===== src/rtl/sudoku_pkg.sv =====
// Shared definitions for the 4x4 Sudoku datapath: board geometry, value
// encoding, reader FSM states and the board-read port types.
package sudoku_pkg;

  localparam int NUM_CELLS = 16;
  localparam int IDX_W     = 4;
  localparam int VAL_W     = 3;
  localparam int CNT_W     = 5;

  localparam logic [VAL_W-1:0] EMPTY_VAL = '0;
  localparam logic [IDX_W-1:0] LAST_IDX  = IDX_W'(NUM_CELLS - 1);

  typedef enum logic [2:0] {
    IDLE,
    READ,
    CAPT,
    SEND,
    FINISH
  } reader_state_t;

  typedef logic [IDX_W-1:0] cell_idx_t;
  typedef logic [VAL_W-1:0] cell_val_t;
  typedef logic [CNT_W-1:0] cell_cnt_t;

  // Request issued towards the board storage; response arrives one cycle later.
  typedef struct packed {
    logic      rd_en;
    cell_idx_t rd_idx;
  } board_rd_req_t;

  typedef struct packed {
    cell_val_t user_val;
    cell_val_t real_val;
  } board_rd_rsp_t;

  // A cell is shown as wrong only when the player has filled it in.
  function automatic logic cell_is_wrong(input cell_val_t user_v, input cell_val_t real_v);
    return (user_v != EMPTY_VAL) && (user_v != real_v);
  endfunction

endpackage


===== src/rtl/sudoku_board_reader.sv =====
// Walks all board cells in index order, streams each to the display driver
// over valid/ready and reports mismatch/empty counts plus a solved flag.
module sudoku_board_reader
  import sudoku_pkg::*;
(
  input  logic             clka,
  input  logic             restart,
  input  logic             start,
  output logic             rd_en,
  output logic [IDX_W-1:0] rd_idx,
  input  logic [VAL_W-1:0] user_val,
  input  logic [VAL_W-1:0] real_val,
  output logic             disp_valid,
  input  logic             disp_ready,
  output logic [IDX_W-1:0] disp_idx,
  output logic [VAL_W-1:0] disp_val,
  output logic             disp_err,
  output logic             busy,
  output logic             done,
  output logic             solved,
  output logic [CNT_W-1:0] mismatch_cnt,
  output logic [CNT_W-1:0] empty_cnt
);

  reader_state_t state_reg, state_next;
  cell_idx_t     idx_reg, idx_next;
  board_rd_rsp_t cell_reg, cell_next;
  cell_cnt_t     mismatch_reg, mismatch_next;
  cell_cnt_t     empty_reg, empty_next;
  logic          solved_reg, solved_next;
  board_rd_req_t rd_req;

  always_ff @(posedge clka or posedge restart) begin
    if (restart) begin
      state_reg    <= IDLE;
      idx_reg      <= '0;
      cell_reg     <= '0;
      mismatch_reg <= '0;
      empty_reg    <= '0;
      solved_reg   <= 1'b0;
    end else begin
      state_reg    <= state_next;
      idx_reg      <= idx_next;
      cell_reg     <= cell_next;
      mismatch_reg <= mismatch_next;
      empty_reg    <= empty_next;
      solved_reg   <= solved_next;
    end
  end

  always_comb begin
    state_next    = state_reg;
    idx_next      = idx_reg;
    cell_next     = cell_reg;
    mismatch_next = mismatch_reg;
    empty_next    = empty_reg;
    solved_next   = solved_reg;
    rd_req        = '0;
    disp_valid    = 1'b0;
    done          = 1'b0;

    unique case (state_reg)
      IDLE: begin
        if (start) begin
          idx_next      = '0;
          mismatch_next = '0;
          empty_next    = '0;
          solved_next   = 1'b0;
          state_next    = READ;
        end
      end

      READ: begin
        rd_req.rd_en  = 1'b1;
        rd_req.rd_idx = idx_reg;
        state_next    = CAPT;
      end

      // Empty cells also count as mismatches whenever the solution is nonzero.
      CAPT: begin
        cell_next.user_val = user_val;
        cell_next.real_val = real_val;
        if (user_val != real_val) begin
          mismatch_next = mismatch_reg + CNT_W'(1);
        end
        if (user_val == EMPTY_VAL) begin
          empty_next = empty_reg + CNT_W'(1);
        end
        state_next = SEND;
      end

      SEND: begin
        disp_valid = 1'b1;
        if (disp_ready) begin
          if (idx_reg == LAST_IDX) begin
            state_next = FINISH;
          end else begin
            idx_next   = idx_reg + IDX_W'(1);
            state_next = READ;
          end
        end
      end

      FINISH: begin
        done        = 1'b1;
        solved_next = (mismatch_reg == '0);
        state_next  = IDLE;
      end

      default: begin
        state_next = IDLE;
      end
    endcase
  end

  // Beat fields come straight from registers so they stay stable under back-pressure.
  assign rd_en        = rd_req.rd_en;
  assign rd_idx       = rd_req.rd_idx;
  assign disp_idx     = idx_reg;
  assign disp_val     = cell_reg.user_val;
  assign disp_err     = cell_is_wrong(cell_reg.user_val, cell_reg.real_val);
  assign busy         = (state_reg != IDLE);
  assign solved       = solved_reg;
  assign mismatch_cnt = mismatch_reg;
  assign empty_cnt    = empty_reg;

endmodule

===== config.mk =====
export PLATFORM = sky130hd
export DESIGN_NAME = sudoku_board_reader
export DESIGN_NICKNAME = d
export VERILOG_FILES = /design/src/rtl/sudoku_pkg.sv /design/src/rtl/sudoku_board_reader.sv
export SDC_FILE = /design/constraint.sdc
export NUM_CORES = 1
export LEC_CHECK = 0
export CAP_MARGIN = 25
export CORE_ASPECT_RATIO = 0.9
export CORE_MARGIN = 2
export CORE_UTILIZATION = 48
export CTS_CLUSTER_DIAMETER = 200
export DETAILED_ROUTE_END_ITERATION = 12
export GPL_TIMING_DRIVEN = 0
export PLACE_DENSITY = 0.78
export SLEW_MARGIN = 20
export SYNTH_ARGS = -nofsm -noshare
export SYNTH_HDL_FRONTEND = slang
export SYNTH_SLANG_ARGS = --single-unit

===== constraint.sdc =====
create_clock -name clka -period 2.1 [get_ports clka]
set_clock_uncertainty 0.1 [all_clocks]
set_input_delay 0.42 -clock clka [delete_from_list [all_inputs] [get_ports clka]]
set_output_delay 0.42 -clock clka [all_outputs]
set_load 0.01 [all_outputs]

==> impl_results.md <==
- Arrival time at the worst endpoint: 1.51 ns
- Clock tree root buffer cell: sky130_fd_sc_hd__clkbuf_4
- R2R setup slack: 0.26 ns
- Routability cong.: 0.7786
- Sinks on the clock net: 24
- Core ar.: 2770 sq um
- Ports placed on the boundary: 37
- Clock insertion delay at the later pin of the skew report: 0.33 ns
- Library cell with the highest instance count after synthesis: sky130_fd_sc_hd__nand2_1
- Via count: 1341
- Part of the Yosys area used for sequential elements: 42.78%
- Remaining routing DRC violations: 0
- Share of final-layout standard cells stronger than drive strength 1: 21.80%
- Worst slew margin relative to its limit: 64.11%
- Overall overflow remaining after global route: 0
- X dimension of the die: 61.01 um
- Run status: complete, no violations
- Layout fillers: 238
- Post-synthesis cell area: 1404 sq um
- Unique cell type count in the Yosys netlist: 41
- TritonCTS clock tree: done
- Endpoints failing setup: 0
- Core Rows: 18
- FF-to-FF path depth: 5
- Initial DRC count: 66
- Remaining number of nets flagged by the antenna check after routing: 0
- Maximum number of pins on one net before global-route repair: 25
- GRT Resource Usage Total: 21.58%
- Area Overhead vs Synth: 42.78%
- Critical path fanouts, max: 10
- Via count of the first global-routing pass: 1295
- Number of nets produced by synthesis: 170
- Number of nets in the final layout: 226
- Final hold vios: 0
- Gate count of the mapped netlist: 156
- Ranking of synthesized cells by instance count: 30 x sky130_fd_sc_hd__nand2_1, 24 x sky130_fd_sc_hd__dfrtp_1, 9 x sky130_fd_sc_hd__nand3_1, 9 x sky130_fd_sc_hd__nor2_1, 8 x sky130_fd_sc_hd__a21oi_1
- Buffer levels on the longest clock path: 2
- Initial standard-cell utilization of the core: 50.68%
- Top-area cell type share of the netlist area: 42.78%
- Final Max Tran Viols: 0
- Initial antenna violation count: 0
- Ratio of final minimum period to clock period: 96.78%
- Critical path start-end classification: reg -> out
- Critical Path Start Type: flip-flop
- Iteration count of the initial detailed-routing pass: 4
- Count of buffers inserted at the top-level ports: 36
- Fraction of registers with async set or reset after synthesis: 100.0%
- Pwr dens: 1263 nW/um^2
- Reported max-cap violation count: 0
- Cts bufs inserted: 3
- Half-perimeter wire length after placement: 2427 um
- Cells taking the most area after synthesis: sky130_fd_sc_hd__dfrtp_1 43%, sky130_fd_sc_hd__nand2_1 8.0%, sky130_fd_sc_hd__ha_1 3.6%
- Element type at the critical path end: primary output
- Setup repair after global routing missed its margin: no
- Die span in y: 55.31 um
- Cell leakage power: 0.9350 nW
- Final core occ: 72.36%
- Achievable Freq: 0.4920 GHz
- Tightest Hold Check Type: in -> async
- Post-synthesis register bit count: 24
- Number of enable flip-flop cells after synthesis: 0
- Total wire length: 3503 um
- Antenna diode count: 0
- Largest area contributor in the synthesized netlist: sky130_fd_sc_hd__dfrtp_1
- Number of levels in the clock H-tree: 1
- Routed len/inst: 13.96 um
- Area enclosed by the die boundary: 3374 sq um
- Syn. warnings: 0
- Clock slew at the register clock pins of the worst setup and hold paths: 0.13 ns
- Worst voltage drop across the vdd grid: 0.6018 mV
- Predominant post-synthesis flop cell: sky130_fd_sc_hd__dfrtp_1
- Worst EP required: 1.58 ns
- Tmin final: 2.032 ns
- Worst-Margin Slew: 0.5364 ns
- First-pass GRT wire length: 5582 um
- Total Negative Setup Slacks: 0 ns
- Vias/cell: 5.343
- Synthesized area per cell: 8.999 sq um
[timing repair]
action                     CTS  global route
setup endpoints to repair    9             7
pin swaps                    3             1
hold buffers                 0             0
setup buffers                8             6
gates resized for setup     28            11
[metal layers]
layer / wire (um) / GRT usage [%] / share of wire [%] / vias up
li1: - / - / - / 654
met1: 1527 / 27.95 / 44 / 626
met2: 1751 / 36.10 / 50 / 53
met3: 155 / 2.342 / 4.4 / 8
met4: 70 / 8.385 / 2.0 / 0
met5: 0 / 0 / 0 / -
[through the flow]
| stage | instance area [sq um] | setup WS [ns] | hold slack [ns] | power [mW] | instances |
|---|---|---|---|---|---|
| 6_report | 2004 | 0.06764 | 0.1773 | 2.532 | 251 |
| 5_1_grt | 2004 | 0.0006406 | 0.1892 | 2.706 | 251 |
| 4_1_cts | 1946 | -0.03982 | 0.4359 | 2.445 | 244 |
| 3_5_place_dp | 1814 | -0.2380 | 0.4058 | 2.058 | 232 |
| 3_3_place_gp | 1814 | -0.2044 | 0.3945 | 2.007 | 232 |
| 2_1_floorplan | 1404 | 0.2574 | 0.3346 | 1.523 | 156 |
[cell type report]
class	instances	area [sq um]	share of cell area (%)
multi-input combinational	119	768.2	38.33
sequential	24	605.6	30.21
timing repair buffer	51	457.9	22.85
buffer	7	63.81	3.184
tap	40	50.05	2.497
clock buffer	4	36.28	1.810
inverter	6	22.52	1.124
[worst paths after layout]
path                                   start            to
worst min-delay path                 restart   disp_idx[3]
worst min register to register        solved        solved
worst max register to register  state_reg[2]   disp_idx[1]
max in group asynchronous            restart  state_reg[1]
worst max-delay path            state_reg[2]          busy
min in group clka                     solved        solved
[power by group]
part / switching (mW) / total [mW] / leakage [nW] / internal, mW
clock network: 0.145 / 0.251 / 0.0210 / 0.106
registers: 0.232 / 0.860 / 0.307 / 0.628
logic: 0.631 / 1.42 / 0.607 / 0.790
total: 1.01 / 2.53 / 0.935 / 1.52
[worst max-delay path: stages (launching register included)]
cell                              delay, ns
sky130_fd_sc_hd__dfrtp_1               0.39
sky130_fd_sc_hd__buf_6                 0.14
sky130_fd_sc_hd__or3_4                 0.40
sky130_fd_sc_hd__clkdlybuf4s15_1       0.25
[logic make-up (layout without fill, tap and decap cells)]
group | Yosys count | count (layout) | share of synthesized area, %
adder cells (fa/ha/maj) | 4 | 4 | 3.565
flip-flops | 24 | 24 | 42.78
buffers and inverters | 13 | 68 | 4.902
XOR/XNOR | 5 | 5 | 3.119
AND/OR/NAND/NOR | 81 | 81 | 30.75
multiplexers | 5 | 5 | 3.654
AO/OA/AOI/OAI | 24 | 24 | 11.23
[placed cells by master, fill, tap and decap left out, drive strengths merged, types with 3 or more instances in the layout]
| master | count |
|---|---|
| nand2 | 30 |
| clkdlybuf4s50 | 26 |
| dfrtp | 24 |
| buf | 23 |
| nor2 | 10 |
| nand3 | 9 |
| a21oi | 8 |
| o21ai | 8 |
| clkbuf | 7 |
| inv | 6 |
| nor3 | 5 |
| and2 | 5 |
| xor2 | 4 |
| o31ai | 4 |
| mux2i | 4 |
| ha | 4 |
| dlygate4sd2 | 4 |
| nand2b | 3 |
| or3 | 3 |
No activity file was read; power rests on OpenSTA's default activity.
